`config.mk`:
```
export PLATFORM = sky130hd
export DESIGN_NAME = complex_row_reduce_sequencer_flat
export DESIGN_NICKNAME = d
export VERILOG_FILES = /design/src/rtl/complex_row_reduce_sequencer_if.sv /design/src/rtl/complex_row_reduce_sequencer.sv /design/src/flat_wrapper.sv
export SDC_FILE = /design/constraint.sdc
export NUM_CORES = 1
export LEC_CHECK = 0
export CAP_MARGIN = 30
export CORE_AREA = 2 2 462 464
export DETAILED_ROUTE_END_ITERATION = 10
export DIE_AREA = 0 0 464 466
export SLEW_MARGIN = 20
export SYNTH_ARGS = -nofsm -noshare
export SYNTH_HDL_FRONTEND = slang
export SYNTH_SLANG_ARGS = --single-unit
```
`constraint.sdc`:
```
create_clock -name clk -period 2.2 [get_ports clk]
set_clock_uncertainty 0.2 [all_clocks]
set_input_delay 0.44 -clock clk [delete_from_list [all_inputs] [get_ports clk]]
set_output_delay 0.44 -clock clk [all_outputs]
set_load 0.005 [all_outputs]
```
`src/rtl/complex_row_reduce_sequencer_if.sv`:
```
// Bundle of command, chunk, datapath and result signals for the complex row-reduce sequencer.
// master: the sequencer; slave: the surrounding buffer, datapath and consumer.
interface complex_row_reduce_sequencer_if #(
    parameter int unsigned element_width = 64,
    parameter int unsigned no_of_units   = 8,
    parameter int unsigned cnt_width     = 4
);
    localparam int unsigned ROW_W = no_of_units * element_width;

    logic                     cmd_valid;
    logic                     cmd_ready;
    logic [cnt_width-1:0]     cmd_chunks;
    logic                     chunk_valid;
    logic                     chunk_ready;
    logic [ROW_W-1:0]         chunk_data;
    logic [ROW_W-1:0]         row_data;
    logic                     row_start;
    logic                     outsider4;
    logic                     tree_done;
    logic                     acc_done;
    logic [element_width-1:0] acc_result;
    logic                     result_valid;
    logic                     result_ready;
    logic [element_width-1:0] result_data;
    logic                     result_err;
    logic                     busy;

    modport master (
        input  cmd_valid, cmd_chunks, chunk_valid, chunk_data,
               tree_done, acc_done, acc_result, result_ready,
        output cmd_ready, chunk_ready, row_data, row_start, outsider4,
               result_valid, result_data, result_err, busy
    );

    modport slave (
        output cmd_valid, cmd_chunks, chunk_valid, chunk_data,
               tree_done, acc_done, acc_result, result_ready,
        input  cmd_ready, chunk_ready, row_data, row_start, outsider4,
               result_valid, result_data, result_err, busy
    );
endinterface

```
`src/rtl/complex_row_reduce_sequencer.sv`:
```
// Sequences one row reduction: fetches N chunks, issues each to the adder tree,
// waits for the accumulated sum and returns it, aborting on a datapath stall.
module complex_row_reduce_sequencer #(
    parameter int unsigned element_width  = 64,
    parameter int unsigned no_of_units    = 8,
    parameter int unsigned cnt_width      = 4,
    parameter int unsigned timeout_cycles = 255
) (
    input logic clk,
    input logic main_reset_n,
    complex_row_reduce_sequencer_if.master bus
);
    localparam int unsigned ROW_W = no_of_units * element_width;
    localparam int unsigned WD_W  = $clog2(timeout_cycles + 1);

    typedef enum logic [2:0] {
        IDLE, ISSUE, WAIT_TREE, WAIT_ACC, RESULT
    } state_e;

    state_e                   state_q, state_d;
    logic [cnt_width-1:0]     count_q, count_d;
    logic [cnt_width-1:0]     issued_q, issued_d;
    logic [cnt_width-1:0]     done_q, done_d;
    logic [WD_W-1:0]          wdog_q, wdog_d;
    logic [ROW_W-1:0]         row_data_q, row_data_d;
    logic                     row_start_q, row_start_d;
    logic                     outsider4_q, outsider4_d;
    logic                     cmd_ready_q, cmd_ready_d;
    logic                     chunk_ready_q, chunk_ready_d;
    logic                     result_valid_q, result_valid_d;
    logic [element_width-1:0] result_data_q, result_data_d;
    logic                     result_err_q, result_err_d;
    logic                     busy_q, busy_d;
    logic                     wdog_expired;

    assign wdog_expired = (wdog_q == WD_W'(timeout_cycles));

    // Next state, counters and datapath-facing registers
    always_comb begin
        state_d       = state_q;
        count_d       = count_q;
        issued_d      = issued_q;
        done_d        = done_q;
        wdog_d        = '0;
        row_data_d    = row_data_q;
        row_start_d   = row_start_q;
        outsider4_d   = 1'b0;
        result_data_d = result_data_q;
        result_err_d  = result_err_q;

        unique case (state_q)
            IDLE: begin
                if (bus.cmd_valid && cmd_ready_q) begin
                    count_d  = bus.cmd_chunks;
                    issued_d = '0;
                    done_d   = '0;
                    if (bus.cmd_chunks == '0) begin
                        result_data_d = '0;
                        result_err_d  = 1'b0;
                        state_d       = RESULT;
                    end else begin
                        row_start_d = 1'b1;
                        state_d     = ISSUE;
                    end
                end
            end
            ISSUE: begin
                if (bus.chunk_valid && chunk_ready_q) begin
                    row_data_d  = bus.chunk_data;
                    outsider4_d = 1'b1;
                    issued_d    = issued_q + 1'b1;
                    state_d     = WAIT_TREE;
                end
            end
            WAIT_TREE: begin
                wdog_d = wdog_q + 1'b1;
                // A completion in the expiry cycle takes priority over the abort
                if (bus.tree_done) begin
                    done_d = done_q + 1'b1;
                    wdog_d = '0;
                    state_d = (done_d == count_q) ? WAIT_ACC : ISSUE;
                end else if (wdog_expired) begin
                    result_data_d = '0;
                    result_err_d  = 1'b1;
                    state_d       = RESULT;
                end
            end
            WAIT_ACC: begin
                wdog_d = wdog_q + 1'b1;
                if (bus.acc_done) begin
                    result_data_d = bus.acc_result;
                    result_err_d  = 1'b0;
                    state_d       = RESULT;
                end else if (wdog_expired) begin
                    result_data_d = '0;
                    result_err_d  = 1'b1;
                    state_d       = RESULT;
                end
            end
            RESULT: begin
                if (bus.result_ready && result_valid_q) begin
                    row_start_d = 1'b0;
                    state_d     = IDLE;
                end
            end
            default: state_d = IDLE;
        endcase

        cmd_ready_d    = (state_d == IDLE);
        chunk_ready_d  = (state_d == ISSUE);
        result_valid_d = (state_d == RESULT);
        busy_d         = (state_d != IDLE);
    end

    always_ff @(posedge clk or negedge main_reset_n) begin
        if (!main_reset_n) begin
            state_q        <= IDLE;
            count_q        <= '0;
            issued_q       <= '0;
            done_q         <= '0;
            wdog_q         <= '0;
            row_data_q     <= '0;
            row_start_q    <= 1'b0;
            outsider4_q    <= 1'b0;
            cmd_ready_q    <= 1'b0;
            chunk_ready_q  <= 1'b0;
            result_valid_q <= 1'b0;
            result_data_q  <= '0;
            result_err_q   <= 1'b0;
            busy_q         <= 1'b0;
        end else begin
            state_q        <= state_d;
            count_q        <= count_d;
            issued_q       <= issued_d;
            done_q         <= done_d;
            wdog_q         <= wdog_d;
            row_data_q     <= row_data_d;
            row_start_q    <= row_start_d;
            outsider4_q    <= outsider4_d;
            cmd_ready_q    <= cmd_ready_d;
            chunk_ready_q  <= chunk_ready_d;
            result_valid_q <= result_valid_d;
            result_data_q  <= result_data_d;
            result_err_q   <= result_err_d;
            busy_q         <= busy_d;
        end
    end

    assign bus.cmd_ready    = cmd_ready_q;
    assign bus.chunk_ready  = chunk_ready_q;
    assign bus.row_data     = row_data_q;
    assign bus.row_start    = row_start_q;
    assign bus.outsider4    = outsider4_q;
    assign bus.result_valid = result_valid_q;
    assign bus.result_data  = result_data_q;
    assign bus.result_err   = result_err_q;
    assign bus.busy         = busy_q;
endmodule

```
`src/flat_wrapper.sv`:
```
// flat-port wrapper written by rule: the top's interface ports become plain ports
module complex_row_reduce_sequencer_flat 
#(
    parameter int unsigned element_width  = 64,
    parameter int unsigned no_of_units    = 8,
    parameter int unsigned cnt_width      = 4,
    parameter int unsigned timeout_cycles = 255
)
  (clk, main_reset_n, bus_cmd_valid, bus_cmd_chunks, bus_chunk_valid, bus_chunk_data, bus_tree_done, bus_acc_done, bus_acc_result, bus_result_ready, bus_cmd_ready, bus_chunk_ready, bus_row_data, bus_row_start, bus_outsider4, bus_result_valid, bus_result_data, bus_result_err, bus_busy);
  complex_row_reduce_sequencer_if #(.element_width(element_width), .no_of_units(no_of_units), .cnt_width(cnt_width)) bus_i ();
  input logic clk;
  input logic main_reset_n;
  input wire logic [$bits(bus_i.cmd_valid)-1:0] bus_cmd_valid;
  input wire logic [$bits(bus_i.cmd_chunks)-1:0] bus_cmd_chunks;
  input wire logic [$bits(bus_i.chunk_valid)-1:0] bus_chunk_valid;
  input wire logic [$bits(bus_i.chunk_data)-1:0] bus_chunk_data;
  input wire logic [$bits(bus_i.tree_done)-1:0] bus_tree_done;
  input wire logic [$bits(bus_i.acc_done)-1:0] bus_acc_done;
  input wire logic [$bits(bus_i.acc_result)-1:0] bus_acc_result;
  input wire logic [$bits(bus_i.result_ready)-1:0] bus_result_ready;
  output wire logic [$bits(bus_i.cmd_ready)-1:0] bus_cmd_ready;
  output wire logic [$bits(bus_i.chunk_ready)-1:0] bus_chunk_ready;
  output wire logic [$bits(bus_i.row_data)-1:0] bus_row_data;
  output wire logic [$bits(bus_i.row_start)-1:0] bus_row_start;
  output wire logic [$bits(bus_i.outsider4)-1:0] bus_outsider4;
  output wire logic [$bits(bus_i.result_valid)-1:0] bus_result_valid;
  output wire logic [$bits(bus_i.result_data)-1:0] bus_result_data;
  output wire logic [$bits(bus_i.result_err)-1:0] bus_result_err;
  output wire logic [$bits(bus_i.busy)-1:0] bus_busy;
  assign bus_i.cmd_valid = bus_cmd_valid;
  assign bus_i.cmd_chunks = bus_cmd_chunks;
  assign bus_i.chunk_valid = bus_chunk_valid;
  assign bus_i.chunk_data = bus_chunk_data;
  assign bus_i.tree_done = bus_tree_done;
  assign bus_i.acc_done = bus_acc_done;
  assign bus_i.acc_result = bus_acc_result;
  assign bus_i.result_ready = bus_result_ready;
  assign bus_cmd_ready = bus_i.cmd_ready;
  assign bus_chunk_ready = bus_i.chunk_ready;
  assign bus_row_data = bus_i.row_data;
  assign bus_row_start = bus_i.row_start;
  assign bus_outsider4 = bus_i.outsider4;
  assign bus_result_valid = bus_i.result_valid;
  assign bus_result_data = bus_i.result_data;
  assign bus_result_err = bus_i.result_err;
  assign bus_busy = bus_i.busy;
  complex_row_reduce_sequencer #(.element_width(element_width), .no_of_units(no_of_units), .cnt_width(cnt_width), .timeout_cycles(timeout_cycles)) u_core (.clk(clk), .main_reset_n(main_reset_n), .bus(bus_i));
endmodule
```
==> results.ini, run 1 <==
[yosys]
ys_types=52
synth_top_area_share=0.659
synth_edf_count=0
synth_cells=1345
yosysTopAreaCell=dfrtp_1
async_flop_share=1.00
syn_area_sq_um=22900
synth_area_leaders=dfrtp_1, mux2_1, mux2_2
yosysSeqAreaShare=0.659
yosys_warnings=0
synth_area_per_cell_sq_um=17.0
ys_ff_latch=602
synth_nets=1934
synth_ff_type=dfrtp_1

[cells_and_area]
drive_gt1_frac=0.222
fin_nets=3247
nFillCells=22800
mostFrequentLayoutCell=dfrtp_1
postLayoutCoreUtil=0.196
regArea_sq_um=15100
area_growth_pct=81.6
most-common-layout-cells=dfrtp_1, clkdlybuf4s50_1, dlygate4sd2_1, mux2_1, mux2_2
multi_input_area_sq_um=7280

[place]
hpwl_um=135000
io_buffers=1169
place_ws_ns=-0.647
gp_congestion=0.880

[cts]
root_buffer=clkbuf_16
numCtsBuffers=78
insertion_delay_ns=0.70
cts_tree=done
cts_buffer_depth=3
cts_sinks=602
htreeDepth=3
cts.reportedPaths.clkPinSlew_ns=0.06

[sta]
max_freq_mhz=461
finalMaxSlewViolations=0
tns_ns=0
setup_ws_ns=0.0302
setup_viol=0
period_needed_ns=2.17
fin_crit_sh=0.986
rsz0062_at_grt=yes
timing.slew.headroom=0.719
tightest_slew_ns=0.422
final-hold-violation-count=0

[routing]
wire_per_inst_um=28.2
drtIter0Drc=535
ant_nets=0
dr_wl_met2_um=78900
drt_wl_total_um=157000
routed_via_density=3.21
drc_errors=0
vias=17800
highest_layer=met5
wl_met1_um=50300
first_pass_iters=5
wl_met3_um=22000

[setup_path]
path_class=flip-flop to flip-flop
critPathCaptureType=flip-flop
worst_ep_required_time_ns=2.58
worstPathArrival_ns=2.55
worstPathMaxFanout=18
regToRegSetupSlack_ns=0.03
cp-start-kind=flip-flop

[power_and_ir_drop]
vdd_drop_max_v=0.000746
powerDensity_nw_per_um2=1380
finalPower_mw=57.1
power_leakage_nw=17.9

[die]
dieHeight_um=466
row_count=169
io_pins=1170
initial_utilization=0.108
die_area_sq_um=216000
coreArea_sq_um=211000
die_x_um=464

[run]
cap_violations=0

[global_routing]
grt_pass1_wl_um=197000
antenna_found_initial=165
grt_max_degree=70
grt_usage=0.140
grt-ovfl-total=0
grt_pass1_vias=18900

[run_status]
status=complete, no violations

[hold_path]
hold_path.class=primary input to flip-flop

## sequential cells by signal (all words and copies together), names as in the netlist
name and flops:
u_core.state_q 3, u_core.bus.result_valid 1, u_core.bus.result_err 1, u_core.bus.row_data 512, u_core.bus.outsider4 1, u_core.bus.row_start 1, u_core.bus.cmd_ready 1, u_core.done_q 4
u_core.count_q 4, u_core.bus.chunk_ready 1, u_core.bus.busy 1, u_core.bus.result_data 64, u_core.wdog_q 8
## cell usage after synthesis (all sizes together), types with 3 or more instances
cell type / number
a21oi: 3
a22o: 64
buf: 73
dfrtp: 602
inv: 4
mux2: 516
nand2: 8
nand3: 4
nor2: 11
nor4: 3
o21ai: 6
o221ai: 3
xnor2: 4
xor2: 7
## logic make-up (layout without fill, tap and decap cells)
family                   Yosys count  count (layout)  share of synthesized area
multiplexers                     516             516                      0.254
other                              0              11                          0
XOR/XNOR                          12              12                    0.00520
adder cells (fa/ha/maj)            2               2                    0.00109
AND/OR/NAND/NOR                   50              50                     0.0142
flip-flops                       602             602                      0.659
AO/OA/AOI/OAI                     85              85                     0.0321
buffers and inverters             78            1453                     0.0341
## layer usage
| metal | GRT usage | vias to the layer above |
|---|---|---|
| li1 | - | 7495 |
| met1 | 0.130 | 8759 |
| met2 | 0.250 | 1122 |
| met3 | 0.0930 | 410 |
| met4 | 0.0358 | 52 |
| met5 | 0 | - |
## worst paths after layout
check	start	to	cells past startpoint
min reg2reg	u_core.bus.row_data[312]$_DFFE_PN0P_	u_core.bus.row_data[312]$_DFFE_PN0P_	1
min in group asynchronous	main_reset_n	u_core.bus.row_data[0]$_DFFE_PN0P_	3
max in group asynchronous	main_reset_n	u_core.bus.row_data[497]$_DFFE_PN0P_	4
max	u_core.state_q[1]$_DFF_PN0_	u_core.bus.row_data[343]$_DFFE_PN0P_	6
min	bus_chunk_data[265]	u_core.bus.row_data[265]$_DFFE_PN0P_	2
max reg2reg	u_core.state_q[1]$_DFF_PN0_	u_core.bus.row_data[343]$_DFFE_PN0P_	6
## repair_timing
action / CTS / global route
buffers inserted: 16 / 3
setup endpoints to repair: 926 / 333
hold endpoints to repair: 357 / 0
hold buffers: 3 / 0
gates resized for setup: 798 / 106
pin swaps: 1 / 0
gates cloned: 3 / 6
## power breakdown
group	leakage, nW	internal [mW]	switching, mW
clock network	1.35	8.25	5.63
logic	9.26	11.9	11.5
registers	7.33	16.6	3.25
## final cells by class
type                            count  share of cell area
Sequential cell                   602               0.363
Timing Repair Buffer             1307               0.309
Multi-Input combinational cell    665               0.175
Tap cell                         2821              0.0850
Clock buffer                      104              0.0525
Clock inverter                     38              0.0140
Antenna cell                       11            0.000663
Inverter                            4            0.000362
## stage by stage
stage / hold WS, ns / cell area (sq um) / cells
3_5_place_dp: 0.207 / 38500 / 5370
2_1_floorplan: -0.0556 / 22900 / 1345
3_3_place_gp: 0.209 / 38500 / 5370
6_report: 0.129 / 41500 / 5552
4_1_cts: 0.0197 / 41100 / 5534
5_1_grt: 0.0542 / 41500 / 5550
## critical path: stages (launching register included)
cell and delay, ns:
dfrtp_1 0.44, nor4_4 0.26, buf_4 0.19, buf_12 0.16
buf_16 0.18, clkbuf_16 0.24, mux2_4 0.31
(Power assumes the default switching activity.)
==> run 2: changes to the inputs <==
--- a/config.mk
+++ b/config.mk
@@ -13,3 +13,4 @@
 export SYNTH_ARGS = -nofsm -noshare
 export SYNTH_HDL_FRONTEND = slang
 export SYNTH_SLANG_ARGS = --single-unit
+export TNS_END_PERCENT = 30
==> run 2 against run 1 <==
Against the previous run:
- the run now ends with negative setup slack left
- cell area increased by 1.8%
- first-iteration DRC count increased by 15%
- setup slack got worse by 0.12 ns
- register-to-register slack got worse by 0.12 ns
- critical path depth increased by 2
- final cell count increased by 0.20%
- via count increased by 1.0%
- count of clock-buffer cells in the layout unchanged
- die area unchanged
- utilization increased by 0.35 points
- combinational power increased by 6%
- non-clock buffer count increased by 11
- critical path type unchanged
==> results.ini, run 2 (synthesized netlist as in run 1, its figures left out) <==
[sta]
max_freq_mhz=437  ; -5.2%
tightest_slew_ns=0.423  ; +0.00100 ns
rsz0062_at_grt=yes
setup_ws_ns=-0.0892  ; -0.119 ns
setup_viol=277  ; +277
tns_ns=-10.65  ; -10.65 ns
fin_crit_sh=1.04  ; +0.0543
period_needed_ns=2.29  ; +0.119 ns
timing.slew.headroom=0.718  ; about the same
finalMaxSlewViolations=0  ; unchanged
final-hold-violation-count=0  ; unchanged

[setup_path]
cp-start-kind=flip-flop
worstPathArrival_ns=2.67  ; +0.12 ns
worst_ep_required_time_ns=2.58  ; about the same
path_class=flip-flop to flip-flop
critPathCaptureType=flip-flop
worstPathMaxFanout=12  ; -6
ff2ff_path_depth=8  ; +2
regToRegSetupSlack_ns=-0.09  ; -0.12 ns
worstReg2RegStart=u_core.bus.chunk_ready$_DFF_PN0_
reg2reg_to=u_core.bus.row_data[343]$_DFFE_PN0P_

[place]
gp_congestion=0.880  ; unchanged
hpwl_um=135000  ; unchanged
io_buffers=1169  ; unchanged

[global_routing]
grt_pass1_wl_um=196000  ; -0.52%
grt_pass1_vias=18800  ; -0.44%
grt_max_degree=70  ; unchanged
grt_usage=0.139  ; -0.000785
antenna_found_initial=165  ; unchanged
grt-ovfl-total=0  ; unchanged

[routing]
drt_wl_total_um=160000  ; +2.0%
routed_via_density=3.24  ; +0.84%
drc_errors=0  ; unchanged
first_pass_iters=5  ; unchanged
drtIter0Drc=617  ; +15%
vias=18000  ; +1.0%
wire_per_inst_um=28.7  ; +1.8%
ant_nets=0  ; unchanged

[cells_and_area]
mostFrequentLayoutCell=dfrtp_1
most-common-layout-cells=dfrtp_1, clkdlybuf4s50_1, dlygate4sd2_1, mux2_1, mux2_4
drive_gt1_frac=0.254  ; +0.0328
largest_register_ffs=512  ; unchanged
fin_nets=3258  ; +0.34%
area_growth_pct=84.9
postLayoutCoreUtil=0.200  ; +0.00355

[run_status]
status=finished with violations
violations=negative setup slack

[run]
cap_violations=0  ; unchanged

[cts]
insertion_delay_ns=0.70  ; about the same
numCtsBuffers=78  ; unchanged
cts_buffer_depth=3  ; unchanged
cts_sinks=602  ; unchanged
cts.reportedPaths.clkPinSlew_ns=0.06  ; about the same
htreeDepth=3  ; unchanged
root_buffer=clkbuf_16
cts_tree=done

[die]
io_pins=1170  ; unchanged
die_area_sq_um=216000  ; unchanged
row_count=169  ; unchanged
die_x_um=464  ; unchanged
coreArea_sq_um=211000  ; unchanged
initial_utilization=0.108  ; unchanged
dieHeight_um=466  ; unchanged

[power_and_ir_drop]
power_leakage_nw=18.4  ; +2.5%
vdd_drop_max_v=0.000746  ; about the same
powerDensity_nw_per_um2=1380  ; +0.54%

[hold_path]
hold-path-endpoint=u_core.bus.row_data[296]$_DFFE_PN0P_
hold_depth=2  ; unchanged
hold_path_startpoint=bus_chunk_data[296]
hold_path.class=primary input to flip-flop

## run 2: changes by cell type in the layout (fill, tap and decap cells not counted), sizes merged
cell,delta
clkdlybuf4s15,+3
buf,-1
clkbuf,+14
dlygate4sd2,-16
dlymetal6s2s,+11
## run 2: area by class of cell
| cell class | instances | area, sq um |
|---|---|---|
| Multi-Input combinational cell | 665 | 7580 |
| Sequential cell | 602 | 15100 |
| Antenna cell | 11 | 27.5 |
| Fill cell | 22700 | 169000 |
| Clock inverter | 38 | 582 |
| Clock buffer | 104 | 2180 |
| Timing Repair Buffer | 1318 | 13300 |
| Inverter | 4 | 15.0 |
| Tap cell | 2821 | 3530 |
## run 2: worst max path at each step
stage                                                       to                            startpoint
after floorplan           u_core.bus.row_data[100]$_DFFE_PN0P_           u_core.state_q[1]$_DFF_PN0_
after global placement    u_core.bus.row_data[196]$_DFFE_PN0P_                       bus_chunk_valid
after detailed placement  u_core.bus.row_data[215]$_DFFE_PN0P_                       bus_chunk_valid
after CTS                                    bus_row_data[442]  u_core.bus.row_data[442]$_DFFE_PN0P_
after global routing      u_core.bus.row_data[274]$_DFFE_PN0P_      u_core.bus.chunk_ready$_DFF_PN0_
final                     u_core.bus.row_data[343]$_DFFE_PN0P_      u_core.bus.chunk_ready$_DFF_PN0_
## run 2: what timing repair did
action | in CTS | in global routing
hold buffers | 3 | 0
buffers inserted | 1 | 15
setup endpoints to repair | 926 | 460
endpoints found under the hold margin | 357 | 0
pin swaps | 1 | 1
gates cloned | 0 | 21
resized for setup | 780 | 230
## run 2: report_power, final
part           internal, mW  switching, mW
clock                  8.25           5.67
sequential             16.6           3.33
combinational          12.8           11.7
total                  37.7           20.7
## run 2: worst max-delay path, stage by stage (launching register included)
cell and delay (ns):
dfrtp_1 0.39, nand2_2 0.11, nor4_4 0.27, buf_4 0.17, buf_12 0.16, buf_16 0.17
buf_12 0.15, clkbuf_16 0.17, mux2_1 0.33
## run 2: routing by layer
| metal | part of all wire | vias up | track usage |
|---|---|---|---|
| met2 | 0.50 | 1148 | 0.249 |
| met1 | 0.32 | 8894 | 0.128 |
| met3 | 0.14 | 417 | 0.0938 |
| li1 | - | 7512 | - |
| met5 | 0.0020 | - | 0 |
| met4 | 0.031 | 52 | 0.0344 |
## run 2: per-stage QoR
stage / worst slack (ns) / cell area (sq um) / cells / hold slack, ns / power [mW]
4_1_cts: -0.149 / 40900 / 5516 / 0.0197 / 57.5
5_1_grt: -0.168 / 42300 / 5560 / 0.0542 / 61.8
3_3_place_gp: -0.645 / 38500 / 5370 / 0.209 / 46.0
3_5_place_dp: -0.647 / 38500 / 5370 / 0.207 / 46.2
6_report: -0.0892 / 42300 / 5563 / 0.128 / 58.4
2_1_floorplan: 0.263 / 22900 / 1345 / -0.0556 / 26.1
==> RTL edit 1 (settings of run 2) <==
Re-encode `state_e` (5 states) as one-hot, 5 bits wide.
--- a/src/rtl/complex_row_reduce_sequencer.sv
+++ b/src/rtl/complex_row_reduce_sequencer.sv
@@ -13,8 +13,8 @@
     localparam int unsigned ROW_W = no_of_units * element_width;
     localparam int unsigned WD_W  = $clog2(timeout_cycles + 1);
 
-    typedef enum logic [2:0] {
-        IDLE, ISSUE, WAIT_TREE, WAIT_ACC, RESULT
+    typedef enum logic [4:0] {
+        IDLE = 5'b00001, ISSUE = 5'b00010, WAIT_TREE = 5'b00100, WAIT_ACC = 5'b01000, RESULT = 5'b10000
     } state_e;
 
     state_e                   state_q, state_d;
Behaviour: no difference found for any inputs over 4 cycles, from zero or initial values and one cycle with main_reset_n low; so few cycles prove little.
==> RTL edit 1 against run 2 <==
Total power shrank 16%. Critical path type is now reg2out. Routed wire length grew 0.76%. Sequential cell count grew 2. Final area shrank 0.32%. Critical endpoint is now bus_row_data[82]. Non-clock buffer count shrank 8. Register-to-register slack gained 190 ps. Setup slack gained 130 ps. Synthesized area grew 5.8%. First-iteration DRC count grew 22%.
==> RTL edit 1: results (changes against run 2) <==
metric	value	unit	change
share of layout cells above drive strength 1	21.5	%	was 25.4%
Area contributors post-synth	dfrtp_1 (62%), mux2_1 (19%), mux2_2 (5.4%)		was dfrtp_1 (66%), mux2_1 (20%), mux2_2 (5.7%)
Worst Path Arrival	1520	ps	was 2670 ps
fillcell total	22900		was 22700
Total GRT Usage	14.5	%	was 13.9%
Sw Ratio	35.7	%	was 35.5%
CP startpoint	u_core.bus.row_data[82]$_DFFE_PN0P_		was u_core.bus.chunk_ready$_DFF_PN0_
First-pass DRT Iterations	4		was 5
Worst Setup EP	bus_row_data[82]		was u_core.bus.row_data[343]$_DFFE_PN0P_
first-pass GRT wire length	205	mm	was 196 mm
Final Wtd Congestion	0.896		was 0.880
initial antenna violation count	119		was 165
run status	completed		was complete, but fails checks
Initial DRC Count	750		was 617
R2R Path Start	u_core.state_q[4]$_DFF_PN0_		was u_core.bus.chunk_ready$_DFF_PN0_
R2R depth	7		was 8
top cells by count, synth	dfrtp_1 (603), mux2_1 (400), mux2_2 (116), nand2_1 (90), o21ai_0 (73)		was dfrtp_1 (602), mux2_1 (400), mux2_2 (116), a22o_1 (64), buf_6 (56)
CP max stage delay	480	ps	was 390 ps
adder-cell area share of the yosys netlist	0.103	%	was 0.109%
Detailed Place HPWL	139	mm	was 135 mm
mux share of post-synthesis cell area	24.1	%	was 25.4%
XOR/XNOR share of the synthesized area	0.471	%	was 0.520%
Vias/cell	3.31		was 3.24
Synth Net Count	2166		was 1934
WL final	161	mm	was 160 mm
post-route insts no fill	5776		was 5563
fin nets	3462		was 3258
synth unique cells	51		was 52
total CTS buffers	79		was 78
Area after DPL	0.0398	mm2	was 0.0385 mm2
vias in the first global route	20200		was 18800
peak fanout along the critical path	2		was 12
sequential fraction of the synthesis area	62.5	%	was 65.9%
reg2reg setup slack	100	ps	was -90 ps
leakage power	20.1	nW	was 18.4 nW
total area of sequential cells	0.0151	mm2	about the same
worst rel slew slack	62.8	%	was 71.8%
slowest CP cell	clkdlybuf4s15_1		was dfrtp_1
[RTL edit 1: routing by layer]
layer	up-vias	GRT usage (%)	routed length, um
met5	-	0	172
met4	28	3.72	4200
met3	301	10.7	26200
met2	1113	22.4	70900
met1	9426	15.5	59500
li1	8245	-	-
[RTL edit 1: cell type report]
type                    instances  area share [%]
clock inverters                30           0.945
clock buffers                 112            5.34
well taps                    2821            8.38
repair buffers               1310            29.9
flip-flops and latches        604            35.9
inverters                       5          0.0446
multi-input cells             873            19.4
diodes                         21           0.125
[RTL edit 1: cell families after synthesis]
family | Yosys count
AO/OA/AOI/OAI | 153
XOR/XNOR | 13
buffers and inverters | 100
adder cells (fa/ha/maj) | 2
AND/OR/NAND/NOR | 187
multiplexers | 518
flip-flops | 604
[RTL edit 1: per-stage QoR]
step / power, mW / setup WS (ps)
after global routing: 52.1 / -9.60
after global placement: 38.7 / -449
final: 49.0 / 37.3
after CTS: 50.2 / 0.310
after detailed placement: 38.9 / -471
after floorplan: 21.7 / 201
[RTL edit 1: what timing repair did]
| item | in CTS | in global routing |
|---|---|---|
| gates resized for setup | 785 | 33 |
| pin swaps | 1 | 0 |
| setup endpoints to repair | 780 | 101 |
| hold endpoints to repair | 448 | 0 |
| cloned | 0 | 1 |
| setup buffers | 0 | 2 |
| hold buffers | 2 | 0 |
[RTL edit 1: power groups by stage]
stage / clock network (mW) / registers, mW / logic (mW)
3_5_place_dp: 0 / 18.2 / 20.6
3_3_place_gp: 0 / 18.1 / 20.6
4_1_cts: 14.0 / 18.0 / 18.2
5_1_grt: 14.4 / 18.5 / 19.1
6_report: 13.5 / 17.9 / 17.6
2_1_floorplan: 0 / 18.1 / 3.61
[RTL edit 1: worst min path at each step]
stage                     depth (start not counted)  slack [ps]                                      to                from
after floorplan                                   0         -60               u_core.bus.busy$_DFF_PN0_        main_reset_n
after global placement                            1         180    u_core.bus.row_data[370]$_DFFE_PN0P_        main_reset_n
after detailed placement                          1         180    u_core.bus.row_data[370]$_DFFE_PN0P_        main_reset_n
after CTS                                         3          20  u_core.bus.result_data[32]$_DFFE_PN0P_  bus_acc_result[32]
after global routing                              3          60  u_core.bus.result_data[24]$_DFFE_PN0P_  bus_acc_result[24]
final                                             3         120  u_core.bus.result_data[18]$_DFFE_PN0P_  bus_acc_result[18]
[RTL edit 1: worst min-delay path: cells and delay by family]
kind | cells | cell delay [ps]
AND/OR/NAND/NOR | 1 | 70
buffers and inverters | 1 | 400
AO/OA/AOI/OAI | 1 | 60
==> RTL edit 2 (settings of run 2) <==
Made on the original files. `timeout_cycles` is set to 255 in 2 places; all go to 510.
--- a/src/rtl/complex_row_reduce_sequencer.sv
+++ b/src/rtl/complex_row_reduce_sequencer.sv
@@ -4,7 +4,7 @@
     parameter int unsigned element_width  = 64,
     parameter int unsigned no_of_units    = 8,
     parameter int unsigned cnt_width      = 4,
-    parameter int unsigned timeout_cycles = 255
+    parameter int unsigned timeout_cycles = 510
 ) (
     input logic clk,
     input logic main_reset_n,
--- a/src/flat_wrapper.sv
+++ b/src/flat_wrapper.sv
@@ -4,7 +4,7 @@
     parameter int unsigned element_width  = 64,
     parameter int unsigned no_of_units    = 8,
     parameter int unsigned cnt_width      = 4,
-    parameter int unsigned timeout_cycles = 255
+    parameter int unsigned timeout_cycles = 510
 )
   (clk, main_reset_n, bus_cmd_valid, bus_cmd_chunks, bus_chunk_valid, bus_chunk_data, bus_tree_done, bus_acc_done, bus_acc_result, bus_result_ready, bus_cmd_ready, bus_chunk_ready, bus_row_data, bus_row_start, bus_outsider4, bus_result_valid, bus_result_data, bus_result_err, bus_busy);
   complex_row_reduce_sequencer_if #(.element_width(element_width), .no_of_units(no_of_units), .cnt_width(cnt_width)) bus_i ();
Check against the original RTL: same outputs for any inputs over 4 cycles, from zero or initial values and one cycle with main_reset_n low; that may be too few to reach the edited logic, so the function may still have changed.
==> RTL edit 2 against run 2 <==
Sequential cell count rose by 1. Total power fell by 2.2%. Synthesized area fell by 1.0%. Final area fell by 2.7%. Global-route usage rose by 1.9 points. Setup slack improved by 100 ps. Routed wire length rose by 9.6%. Combinational power fell by 4%. Critical endpoint is now u_core.bus.row_data[159]$_DFFE_PN0P_. Highest routed layer unchanged.
==> RTL edit 2: results (changes against run 2) <==
metric	value	unit	change
met3 wire length	33.5	mm	was 22.3 mm
vias	18000		about the same
total area of sequential cells	0.0151	mm2	about the same
reg2reg setup slack	10	ps	was -90 ps
M2 GR Usage	25.9	%	was 24.9%
XOR/XNOR share of the synthesized area	0.492	%	was 0.520%
final worst-path cycle share	99.5	%	was 104%
peak supply drop	0.785	mV	was 0.746 mV
Vias/cell	3.23		was 3.24
vias in the first global route	19100		was 18800
internal power	35.5	mW	was 37.7 mW
First-pass DRT Iterations	4		was 5
adder-cell area share of the yosys netlist	0.166	%	was 0.109%
# clk buffers	108		was 104
met2 wire length	80.5	mm	about the same
fraction of area in multi-input gates	17.1	%	was 17.9%
largest net degree at the start of global routing	72		was 70
Synth Net Count	1942		was 1934
instance count of the mapped netlist	1352		was 1345
Initial DRC Count	723		was 617
R2R depth	6		was 8
sequential fraction of the synthesis area	66.7	%	was 65.9%
run status	completed		was complete, but fails checks
final hold slack	131	ps	was 128 ps
fillcell total	22900		was 22700
initial antenna violation count	184		was 165
Worst Path Arrival	2550	ps	was 2670 ps
WL final	175	mm	was 160 mm
leakage power	17.6	nW	was 18.4 nW
peak fanout along the critical path	23		was 12
Non-clk bufs	1296		was 1318
nonclk inv count	5		was 4
grt met1 use	14.2	%	was 12.8%
==> RTL edit 2: cell types whose count changed after synthesis, moves of 4 or more <==
cell     delta
buf_2       +9
buf_4      +50
buf_6      -56
buf_8       -4
mux2_1    +112
mux2_2    -112
nand2_1     +5
o22ai_1     +4
==> RTL edit 2: what timing repair did <==
| item | 4_1_cts | 5_1_grt |
|---|---|---|
| endpoints found under the hold margin | 278 | 0 |
| endpoints found under the setup margin | 583 | 182 |
| gates resized for setup | 904 | 45 |
| setup buffers | 0 | 2 |
| pin swaps | 0 | 1 |
| cloned | 0 | 2 |
| hold buffers | 3 | 0 |
==> RTL edit 2: power by group through the flow <==
stage | Combinational, mW | Sequential, mW | Clock, mW
finish | 23.7 | 19.7 | 13.8
CTS | 24.5 | 19.8 | 14.3
global route | 26.0 | 20.3 | 14.6
global placement | 27.4 | 19.7 | 0
floorplan | 5.64 | 19.6 | 0
detailed placement | 27.5 | 20.0 | 0
